$ cat src/rtl/mem_port_arbiter.sv
// mem_port_arbiter
//   Shares one unified memory port between instruction fetch and the
//   load/store unit. One access is in flight at a time. Fetch has a
//   starvation bound against the LSU. Load data is sign/zero extended.
//   The memory has no byte enables, so sub-word stores are done as a
//   read followed by a merged full-word write.
//
// Ports
//   clk, rst_b        clock, asynchronous active-low reset
//   halt_req          blocks new grants; an in-flight access still completes
//   if_req/if_addr    fetch request          -> if_gnt, if_rvalid, if_rdata
//   ls_req/ls_we/ls_size/ls_unsigned/ls_addr/ls_wdata
//                     LSU request            -> ls_gnt, ls_rvalid, ls_rdata,
//                                               ls_wdone, ls_err
//   mem_addr, mem_data_in, mem_write_en, mem_data_out
//                     memory pins (word addressed, 4 byte lanes)
//   busy              state is not IDLE
//   dbg_state         current FSM state, for observation only
//
// Handshake: a requester raises req with its payload and holds both stable
// until the matching gnt is seen high in the same cycle. gnt is only
// issued from IDLE while halt_req is low. Responses (rvalid / wdone) are
// one-cycle pulses with no back-pressure. ls_err replaces the access and
// pulses together with ls_gnt.
module mem_port_arbiter #(
    parameter int unsigned STARVE_LIMIT = 4
) (
    input  logic        clk,
    input  logic        rst_b,
    input  logic        halt_req,
    input  logic        if_req,
    input  logic [31:0] if_addr,
    output logic        if_gnt,
    output logic        if_rvalid,
    output logic [31:0] if_rdata,
    input  logic        ls_req,
    input  logic        ls_we,
    input  logic [1:0]  ls_size,
    input  logic        ls_unsigned,
    input  logic [31:0] ls_addr,
    input  logic [31:0] ls_wdata,
    output logic        ls_gnt,
    output logic        ls_rvalid,
    output logic [31:0] ls_rdata,
    output logic        ls_wdone,
    output logic        ls_err,
    output logic [31:0] mem_addr,
    output logic [7:0]  mem_data_in [0:3],
    input  logic [7:0]  mem_data_out [0:3],
    output logic        mem_write_en,
    output logic        busy,
    output logic [1:0]  dbg_state
);

    localparam int unsigned CW = $clog2(STARVE_LIMIT + 2);
    localparam logic [CW-1:0] LIMIT = CW'(STARVE_LIMIT);

    typedef enum logic [1:0] {
        IDLE      = 2'd0,
        READ_RESP = 2'd1,
        RMW_MERGE = 2'd2
    } state_t;

    state_t        state;
    logic [CW-1:0] starve_cnt;

    // Request payload captured at grant time.
    logic [29:0]   cap_waddr;
    logic [1:0]    cap_off;
    logic [1:0]    cap_size;
    logic          cap_unsigned;
    logic [15:0]   cap_wdata;
    logic          cap_is_ls;

    logic          can_grant;
    logic          fetch_wins;
    logic          grant_if;
    logic          grant_ls;
    logic          ls_bad;
    logic          ls_word_store;

    logic [7:0]    merged [0:3];
    logic [7:0]    byte_sel;
    logic [15:0]   half_sel;
    logic [31:0]   read_word;

    // if_addr[1:0] are ignored: fetch is always a full word.
    logic unused_if_low;
    assign unused_if_low = ^if_addr[1:0];

    // Gating with rst_b keeps every combinational output (notably
    // mem_write_en for a word store) at 0 the moment reset asserts.
    assign can_grant  = rst_b && (state == IDLE) && !halt_req;
    assign fetch_wins = if_req && (!ls_req || (starve_cnt == LIMIT));
    assign grant_if   = can_grant && fetch_wins;
    assign grant_ls   = can_grant && ls_req && !fetch_wins;

    assign ls_bad = (ls_size == 2'd3)
                 || ((ls_size == 2'd1) && ls_addr[0])
                 || ((ls_size == 2'd2) && (ls_addr[1:0] != 2'b00));

    assign ls_word_store = ls_we && (ls_size == 2'd2);

    assign busy      = (state != IDLE);
    assign dbg_state = state;

    // Read-side lane selection and store merge, both from the word that
    // the memory returns one cycle after the address was presented.
    assign read_word = {mem_data_out[3], mem_data_out[2],
                        mem_data_out[1], mem_data_out[0]};
    assign byte_sel  = mem_data_out[cap_off];
    assign half_sel  = {mem_data_out[{cap_off[1], 1'b1}],
                        mem_data_out[{cap_off[1], 1'b0}]};

    always_comb begin
        for (int i = 0; i < 4; i++) begin
            merged[i] = mem_data_out[i];
        end
        if (cap_size == 2'd0) begin
            merged[cap_off] = cap_wdata[7:0];
        end else begin
            merged[{cap_off[1], 1'b0}] = cap_wdata[7:0];
            merged[{cap_off[1], 1'b1}] = cap_wdata[15:8];
        end
    end

    always_comb begin
        if_gnt       = 1'b0;
        if_rvalid    = 1'b0;
        if_rdata     = '0;
        ls_gnt       = 1'b0;
        ls_rvalid    = 1'b0;
        ls_rdata     = '0;
        ls_wdone     = 1'b0;
        ls_err       = 1'b0;
        mem_addr     = '0;
        mem_write_en = 1'b0;
        for (int i = 0; i < 4; i++) begin
            mem_data_in[i] = '0;
        end

        if (grant_if) begin
            if_gnt   = 1'b1;
            mem_addr = {if_addr[31:2], 2'b00};
        end

        if (grant_ls) begin
            ls_gnt = 1'b1;
            if (ls_bad) begin
                // Error grants never touch the memory.
                ls_err = 1'b1;
            end else begin
                mem_addr = {ls_addr[31:2], 2'b00};
                if (ls_word_store) begin
                    mem_write_en = 1'b1;
                    ls_wdone     = 1'b1;
                    for (int i = 0; i < 4; i++) begin
                        mem_data_in[i] = ls_wdata[8*i +: 8];
                    end
                end
            end
        end

        if (state == READ_RESP) begin
            if (cap_is_ls) begin
                ls_rvalid = 1'b1;
                case (cap_size)
                    2'd0:    ls_rdata = cap_unsigned ? {24'h0, byte_sel}
                                                     : {{24{byte_sel[7]}}, byte_sel};
                    2'd1:    ls_rdata = cap_unsigned ? {16'h0, half_sel}
                                                     : {{16{half_sel[15]}}, half_sel};
                    default: ls_rdata = read_word;
                endcase
            end else begin
                if_rvalid = 1'b1;
                if_rdata  = read_word;
            end
        end

        if (state == RMW_MERGE) begin
            mem_addr     = {cap_waddr, 2'b00};
            mem_write_en = 1'b1;
            ls_wdone     = 1'b1;
            for (int i = 0; i < 4; i++) begin
                mem_data_in[i] = merged[i];
            end
        end
    end

    always_ff @(posedge clk or negedge rst_b) begin
        if (!rst_b) begin
            state        <= IDLE;
            starve_cnt   <= '0;
            cap_waddr    <= '0;
            cap_off      <= '0;
            cap_size     <= '0;
            cap_unsigned <= 1'b0;
            cap_wdata    <= '0;
            cap_is_ls    <= 1'b0;
        end else begin
            case (state)
                IDLE: begin
                    if (grant_if) begin
                        state     <= READ_RESP;
                        cap_is_ls <= 1'b0;
                        cap_waddr <= if_addr[31:2];
                        cap_off   <= 2'b00;
                        cap_size  <= 2'd2;
                    end else if (grant_ls && !ls_bad && !ls_word_store) begin
                        // Loads wait for data; sub-word stores read first.
                        state        <= ls_we ? RMW_MERGE : READ_RESP;
                        cap_is_ls    <= 1'b1;
                        cap_waddr    <= ls_addr[31:2];
                        cap_off      <= ls_addr[1:0];
                        cap_size     <= ls_size;
                        cap_unsigned <= ls_unsigned;
                        cap_wdata    <= ls_wdata[15:0];
                    end
                end
                default: state <= IDLE;
            endcase

            // Counts LSU wins while fetch is waiting; any fetch grant or a
            // cycle with no fetch request restarts the count.
            if (!if_req || grant_if) begin
                starve_cnt <= '0;
            end else if (grant_ls && (starve_cnt != LIMIT)) begin
                starve_cnt <= starve_cnt + 1'b1;
            end
        end
    end

endmodule

$ cat config.mk
export PLATFORM = sky130hd
export DESIGN_NAME = mem_port_arbiter
export DESIGN_NICKNAME = d
export VERILOG_FILES = /design/src/rtl/mem_port_arbiter.sv
export SDC_FILE = /design/constraint.sdc
export NUM_CORES = 1
export LEC_CHECK = 0
export BUFFER_PORTS_ARGS = -buffer_cell sky130_fd_sc_hd__buf_2
export CORE_ASPECT_RATIO = 0.7
export CORE_UTILIZATION = 24
export DETAILED_ROUTE_END_ITERATION = 16
export GPL_TIMING_DRIVEN = 0
export PLACE_DENSITY = 0.59
export SLEW_MARGIN = 5
export SYNTH_ARGS = -nofsm -noshare
export SYNTH_HDL_FRONTEND = slang
export SYNTH_SLANG_ARGS = --single-unit
$ cat constraint.sdc
create_clock -name clk -period 3.7 [get_ports clk]
set_clock_uncertainty 0.05 [all_clocks]
set_input_delay 0 -clock clk [delete_from_list [all_inputs] [get_ports clk]]
set_output_delay 0 -clock clk [all_outputs]
set_load 0.01 [all_outputs]
=== Yosys cells after proc, flatten, opt, wreduce, memory -nomap -nowiden ===
Index checks and enable logic that the tools add are counted.

* Bits in registers: 57
* Bits of input ports: 137
* Output and inout port bits: 138
* Word-level logic and storage cells: 121

* Add/sub/neg operators: 1
* Order comparisons: 6
* Eq/ne operators: 9
* Muxes and demuxes: 60
* Bitwise gates (word level): 4
* Reductions and logical operators: 33

{| class="wikitable"
|+ Operators by type and width
! cell !! count
|-
| 32-bit 2-to-1 mux || 15
|-
| 32-bit bitwise mux || 3
|-
| 8-bit 2-to-1 mux || 9
|-
| 32-bit one-hot mux with 2 select lines || 1
|-
| 30-bit 2-to-1 mux || 2
|-
| 8-bit binary-select mux with 2-bit select || 3
|-
| 8-bit demux with 2-bit select || 3
|-
| 2-bit 2-to-1 mux || 8
|-
| 1-bit logical AND || 15
|-
| 1-bit 2-to-1 mux || 14
|-
| 3-bit greater-or-equal comparator (second input constant) || 3
|-
| 3-bit by 1-bit less-than comparator with 1-bit output (second input constant) || 3
|-
| 2-bit inverter with 3-bit output || 3
|-
| 2-bit nonzero test || 4
|-
| 2-bit by 1-bit equality test with 1-bit output (second input constant) || 3
|-
| 2-bit equality test (second input constant) || 3
|-
| 1-bit zero test || 6
|-
| 3-bit 2-to-1 mux || 2
|-
| 2-bit zero test || 2
|-
| 1-bit logical OR || 4
|-
| 3-bit by 1-bit adder with 3-bit output (second input constant) || 1
|-
| 3-bit equality test (second input constant) || 1
|-
| 3-bit by 2-bit inequality test with 1-bit output (second input constant) || 1
|-
| 3-bit inequality test (second input constant) || 1
|-
| other kinds (3) || 3
|}

=== Logic depth before layout (Yosys ltp) ===
Gate-level depths: netlist of run 1.

* Word-level depth: 10
* Depth in mapped cells: 10

=== Least setup slack after synthesis of run 1 ===
Ideal clock, no wire load.

* Kind: flip-flop to flip-flop
* Start: register state[0], in the netlist dbg_state[0]
* End: register cap_wdata[14]
* Library setup time: 125 ps
* Arrival time: 1746 ps
* Slack: 1779 ps
* Cell stages (with the launch flop): 8
* Period minus slack after synthesis: 1921 ps
* Cells stage by stage: dfrtp_1 nor4b_4 o211ai_2 inv_2 and2_1 buf_4 buf_6 mux2_2

* Longest elaborated chain between the ends: 8

{| class="wikitable"
|+ Ends and longest elaborated chain
! item !! RTL line !! source
|-
| start: declaration || 64 || <nowiki>state_t state;</nowiki>
|-
| start signal: assignment || 211 || <nowiki>state <= ls_we ? RMW_MERGE : READ_RESP;</nowiki>
|-
| 2-bit zero test (*) || 93, 201 ||
|-
| 1-bit logical AND (2 in series) || 93 || <nowiki>assign can_grant = rst_b && (state == IDLE) && !halt_req;</nowiki>
|-
| 1-bit logical AND (2 in series) || 96 || <nowiki>assign grant_ls = can_grant && ls_req && !fetch_wins;</nowiki>
|-
| 1-bit logical AND (2 in series) || 209 || <nowiki>end else if (grant_ls && !ls_bad && !ls_word_store) begin</nowiki>
|-
| 3-bit AND reduction (no line) (*) || n/a ||
|-
| end signal: assignment || 217 || <nowiki>cap_wdata <= ls_wdata[15:0];</nowiki>
|-
| end: declaration || 72 || <nowiki>logic [15:0] cap_wdata;</nowiki>
|}

Every way passes the cells marked *; elsewhere a longest branch is shown, timed or not.
A chain may end at the register's enable or synchronous reset.

==> results.txt, run 1 <==
cts bufs inserted: 9
post-synthesis cell count: 618
Core Box Area: 20200 sq um
Initial Utilization: 25.0%
worst path required time: 3.65 ns
Final Setup Violations: 0
clock transition at the registers of the reported paths: 0.05 ns
fin util: 39.0%
Starting DRT DRC Count: 666
largest cells by area after synthesis: dfrtp_1, and2_1, a21oi_1
Final Hold Fails: 0
post-route ant nets: 0
Async SR Flop Fraction: 100%
drt wl/cell: 18.8 um
Mapped Area: 5040 sq um
Bufs on Longest Clock Path: 2
DRT Pass-1 Iters: 5
Max-Cap Viols: 0
Worst Tran Pin Value: 0.823 ns
count leader, synth: a21oi_1
CTS tree: yes
pin count of the biggest net entering global routing: 60
ys flop type: dfrtp_1
Setup TNS: 0 ns
H-tree depth: 3
DP HPWL: 18200 um
Skew-Pair Late Insertion Delay: 0.32 ns
register area: 1430 sq um
Critical Path End Type: output pin
CTS Sinks: 57
Worst R2R End: cap_waddr[28]
synth unique cells: 52
RSZ-0062 raised after global routing: no
Hold Crit Class: in2reg
DRC viols: 0
# IOs: 275
Syn. warnings: 0
Buffers on Ports: 270
total number of vias: 6587
average cell area after synthesis: 8.16 sq um
share of layout cells above drive strength 1: 34.6%
Die ar.: 21600 sq um
Via density: 5.23
fin crit share: 89.4%
status: complete, no violations
Worst Hold Depth: 3
Power Dens Cells: 358 nW/um^2
final slew viol count: 0
Fill cells: 2118
post-synth top area cell: dfrtp_1
CP Class: in2out
Post-synth top cells: a21oi_1, and2_1, dfrtp_1, o21ai_0, nor2_1
Startpoint Class: input port
postcts setup bufs: 0
vias in the first global route: 5921
Max rail drop VDD: 0.176 mV
area of the multi-input gates: 3190 sq um
RD Place Congestion: 0.896
Rel. slew slack: 45.1%
LEAKAGE: 4.00 nW
fin nets: 1122
Total GRT Usage: 21.2%
die width: 175 um
Die H: 123 um
final WL: 23700 um
flops & latches, synth: 57
row count: 43
Hold Path End: cap_waddr[1]
CTS root buffer: clkbuf_16
Area growth, synth to finish: 56.3%
CTS resizes: 0
Seq/Total Area, Yosys: 28.3%
hold buffers post-CTS: 83
FMAX: 302 MHz
crit-path max FO: 59
share of the synthesized area in the top cell type: 28.3%
initial antenna violation count: 0
Critical R2R Launch: dbg_state[0]
total grt overflow: 0
Worst EP arrival: 3.26 ns
number of synthesized flops with an enable pin: 0
Final min period: 3.31 ns
R2R cell count: 7
Hold Startpoint: ls_addr[3]
R2R Setup Slk: 0.78 ns
first-pass GRT wire length: 35100 um
-- final cells by class --
class	count	area share (%)
multi-input combinational	478	40.5
antenna	2	0.0636
inverter	18	0.858
timing repair buffer	353	27.7
clock inverter	7	1.00
tap	270	4.29
clock buffer	9	2.86
buffer	66	4.58
sequential	57	18.1
-- metal layers --
| layer | vias up | track usage, % | wire [um] |
|---|---|---|---|
| met5 | - | 0 | 0 |
| met4 | 0 | 3.04 | 186 |
| met3 | 16 | 4.34 | 1860 |
| met2 | 315 | 29.9 | 9820 |
| met1 | 3219 | 33.0 | 11800 |
| li1 | 3037 | - | - |
-- placed cells by master, fill, tap and decap left out, drive strengths merged, types with 9 or more instances in the layout --
master         n
o21ai         56
a32oi         30
clkbuf        46
nor3b          9
nor2          44
nand2         24
inv           19
o2bb2ai       24
a21oi         70
nand3         15
nand2b        10
mux2i         18
dfrtp         57
dlygate4sd3   83
buf          299
nand3b        11
a211oi         9
and2          63
mux2          15
and3           9
a221o         22
-- state kept, by name (all words and copies together), names as in the netlist --
name	count
cap_is_ls	1
cap_size	2
dbg_state	2
starve_cnt	3
cap_waddr	30
cap_off	2
cap_unsigned	1
cap_wdata	16
-- metrics by stage --
stage | instances | cell area [sq um] | setup slack, ns | hold WS (ns) | power [W]
finish | 1260 | 7880 | 0.392 | 0.0168 | 0.00282
global route | 1258 | 7870 | 0.185 | 0.0170 | 0.00298
CTS | 1258 | 7870 | 0.381 | 0.00497 | 0.00282
global placement | 1159 | 6730 | 0.437 | 0.178 | 0.00178
detailed placement | 1159 | 6740 | 0.941 | 0.0929 | 0.00179
floorplan | 619 | 5040 | 1.78 | -0.346 | 0.00143
-- cells by family (layout without fill, tap and decap cells) --
family | after synthesis | after routing | share of synthesized area, %
DFF | 57 | 57 | 28.3
buffers and inverters | 84 | 453 | 8.49
muxes | 33 | 33 | 6.93
other | 1 | 4 | 0.0744
AOI/OAI and AO/OA | 242 | 242 | 33.5
adders and majority gates | 2 | 2 | 0.496
and+or+nand+nor | 199 | 199 | 22.2
-- where the power goes --
part	switching, W	internal [W]
registers	0.000105	0.000775
logic	0.000582	0.000503
clock network	0.000327	0.000526
-- worst max path at each step --
stage | from | end | slack (ns) | cells after the start
final | rst_b | mem_data_in[10] | 0.39 | 8
after global routing | rst_b | mem_data_in[17] | 0.19 | 8
after CTS | rst_b | mem_data_in[17] | 0.38 | 8
after detailed placement | rst_b | mem_data_in[17] | 0.94 | 7
after global placement | rst_b | mem_data_in[17] | 0.44 | 7
after floorplan | dbg_state[0] | cap_wdata[14] | 1.78 | 7
-- critical path, stage by stage --
cell and delay [ns]:
dlygate4sd3_1 0.53, buf_4 0.65, nor4b_4 0.44, o211ai_2 0.25
nor3b_2 0.56, buf_2 0.40, o2bb2ai_1 0.21, buf_2 0.19
Power figures use the tool's default switching activity.
==> inputs of run 2 (changes only) <==
HOLD_SLACK_MARGIN = 0.15   (was unset)
clock period = 3.8 ns   (was 3.7 ns; I/O delays follow)
==> run 2 against run 1 <==
Net effect:
- flip-flop and latch count stayed put
- worst hold slack better by 0.21 ns
- routed wire length is 0.13% higher
- sequential power is 2.7% lower
- global-route usage hardly changed
- critical path type unchanged
- critical endpoint unchanged
==> results.txt, run 2 (synthesized netlist as in run 1, its figures left out) <==
crit-path max FO: 59 (unchanged)
Via density: 5.22 (was 5.23)
post-route ant nets: 0 (unchanged)
status: complete, no violations (unchanged)
first-pass GRT wire length: 35100 um (about the same)
fin cells: 1261 (was 1260)
Biggest register: cap_waddr (unchanged)
die width: 175 um (unchanged)
fin util: 39.2% (was 39.0%)
CTS root buffer: clkbuf_16 (unchanged)
postcts setup bufs: 0 (unchanged)
Area growth, synth to finish: 56.8% (was 56.3%)
DP HPWL: 18200 um (unchanged)
FMAX: 303 MHz
Worst EP arrival: 3.25 ns (was 3.26 ns)
Worst path most repeated cell: buf_2 (unchanged)
Skew-Pair Late Insertion Delay: 0.32 ns (about the same)
vias in the first global route: 5948 (was 5921)
Worst path slowest cell: buf_4 (unchanged)
Power Dens Cells: 348 nW/um^2 (was 358 nW/um^2)
Die H: 123 um (unchanged)
pin count of the biggest net entering global routing: 60 (unchanged)
H-tree depth: 3 (unchanged)
commonest non-fill, non-tap cell in the layout: buf_2 (unchanged)
CTS tree: yes (unchanged)
Hold Startpoint: ls_req (was ls_addr[3])
Bufs on Longest Clock Path: 2 (unchanged)
most frequent cells in the layout: buf_2, dlygate4sd3_1, a21oi_1 (unchanged)
Startpoint Class: input port (unchanged)
total number of vias: 6584 (was 6587)
RSZ-0062 raised after global routing: no (unchanged)
drt wl/cell: 18.8 um (about the same)
Buffers on Ports: 270 (unchanged)
share of layout cells above drive strength 1: 34.5% (was 34.6%)
family with the most delay on the worst path: buffers and inverters (unchanged)
fin nets: 1125 (was 1122)
fin crit share: 86.8%
Core Box Area: 20200 sq um (unchanged)
initial antenna violation count: 0 (unchanged)
Critical R2R Launch: dbg_state[0] (unchanged)
placed cells: 1159 (unchanged)
worst path required time: 3.75 ns (was 3.65 ns)
WP buf/inv: 4 (unchanged)
Worst Tran Pin Value: 0.819 ns (was 0.823 ns)
Setup TNS: 0 ns (unchanged)
# IOs: 275 (unchanged)
final WL: 23700 um (about the same)
Total GRT Usage: 21.2% (about the same)
row count: 43 (unchanged)
Worst R2R End: cap_waddr[28] (unchanged)
Critical Path End Type: output pin (unchanged)
crit-path cells: dlygate4sd3_1 > buf_4 > nor4b_4 > o211ai_2 > nor3b_2 > buf_2 > o2bb2ai_1 > buf_2 (unchanged)
CP peak stage delay: 0.64 ns (was 0.65 ns)
R2R Setup Slk: 0.94 ns (was 0.78 ns)
Starting DRT DRC Count: 618 (was 666)
Max rail drop VDD: 0.163 mV (was 0.176 mV)
cts bufs inserted: 9 (unchanged)
n_diodes: 0 (was 2)
number of flip-flops in the largest register: 30 (unchanged)
top flop regs: cap_waddr (30), cap_wdata (16), starve_cnt (3) (unchanged)
DR WL met2: 9890 um (was 9820 um)
R2R cell count: 7 (unchanged)
DRC viols: 0 (unchanged)
total grt overflow: 0 (unchanged)
CP Class: in2out (unchanged)
Max-Cap Viols: 0 (unchanged)
Routed met1 length: 11900 um (was 11800 um)
LEAKAGE: 4.01 nW (was 4.00 nW)
Hold Path End: starve_cnt[2] (was cap_waddr[1])
clock transition at the registers of the reported paths: 0.06 ns (was 0.05 ns)
CTS Sinks: 57 (unchanged)
Hold Crit Class: in2reg (unchanged)
RD Place Congestion: 0.896 (unchanged)
top sig layer: met4 (unchanged)
Final Hold Fails: 0 (unchanged)
Die ar.: 21600 sq um (unchanged)
Worst Hold Depth: 5 (was 3)
Final min period: 3.30 ns
DRT Pass-1 Iters: 8 (was 5)
Initial Utilization: 25.0% (unchanged)
Final Setup Violations: 0 (unchanged)
Rel. slew slack: 45.4% (was 45.1%)
met3 routed WL: 1780 um (was 1860 um)
final slew viol count: 0 (unchanged)
[run 2: cell count changes in the layout (fill, tap and decap cells not counted)]
cell,before,now
dlygate4sd3_1,83,86
diode_2,2,0
[run 2: final cells by class]
class	count	area (sq um)
Clock buffer	9	225
Tap cell	270	338
Multi-Input combinational cell	478	3190
Sequential cell	57	1430
Timing Repair Buffer	356	2210
Buffer	66	360
Inverter	18	67.6
Clock inverter	7	78.8
Fill cell	2113	12300
[run 2: worst max-delay path by stage]
stage	start	endpoint	slack, ns	cells past startpoint
2_1_floorplan	dbg_state[0]	cap_wdata[14]	1.88	7
3_3_place_gp	rst_b	mem_data_in[17]	0.54	7
3_5_place_dp	rst_b	mem_data_in[17]	1.04	7
4_1_cts	rst_b	mem_data_in[17]	0.48	8
5_1_grt	rst_b	mem_data_in[17]	0.29	8
6_report	rst_b	mem_data_in[10]	0.50	8
[run 2: metal layers]
| metal | vias to the layer above | GRT usage (%) |
|---|---|---|
| met5 | - | 0 |
| met4 | 0 | 3.26 |
| met3 | 10 | 4.34 |
| met2 | 296 | 29.8 |
| met1 | 3238 | 33.0 |
| li1 | 3040 | - |
[run 2: report_power, final]
part           internal (W)  leakage [nW]  switching [W]
sequential         0.000755         0.713       0.000102
clock              0.000512         0.138       0.000319
combinational      0.000497          3.16       0.000565
total               0.00176          4.01       0.000986
[run 2: metrics by stage]
step / power [W] / setup slack [ns] / area, sq um / hold WS, ns
2_1_floorplan: 0.00139 / 1.88 / 5040 / -0.346
3_3_place_gp: 0.00173 / 0.537 / 6730 / 0.178
3_5_place_dp: 0.00175 / 1.04 / 6740 / 0.0929
4_1_cts: 0.00275 / 0.481 / 7900 / 0.204
5_1_grt: 0.00291 / 0.285 / 7900 / 0.263
6_report: 0.00275 / 0.501 / 7900 / 0.225
[run 2: worst reg2reg max path, delay by kind of cell, from the launching register on]
| family | cells | cell delay, ns |
|---|---|---|
| buffers and inverters | 3 | 1.19 |
| and+or+nand+nor | 3 | 0.93 |
| DFF | 1 | 0.51 |
| AOI/OAI and AO/OA | 1 | 0.11 |
[run 2: repair_timing]
| action | 4_1_cts | 5_1_grt |
|---|---|---|
| hold buffers | 86 | 0 |
| hold endpoints to repair | 113 | 0 |
| endpoints found under the setup margin | 0 | 0 |
| resized for setup | 0 | 0 |
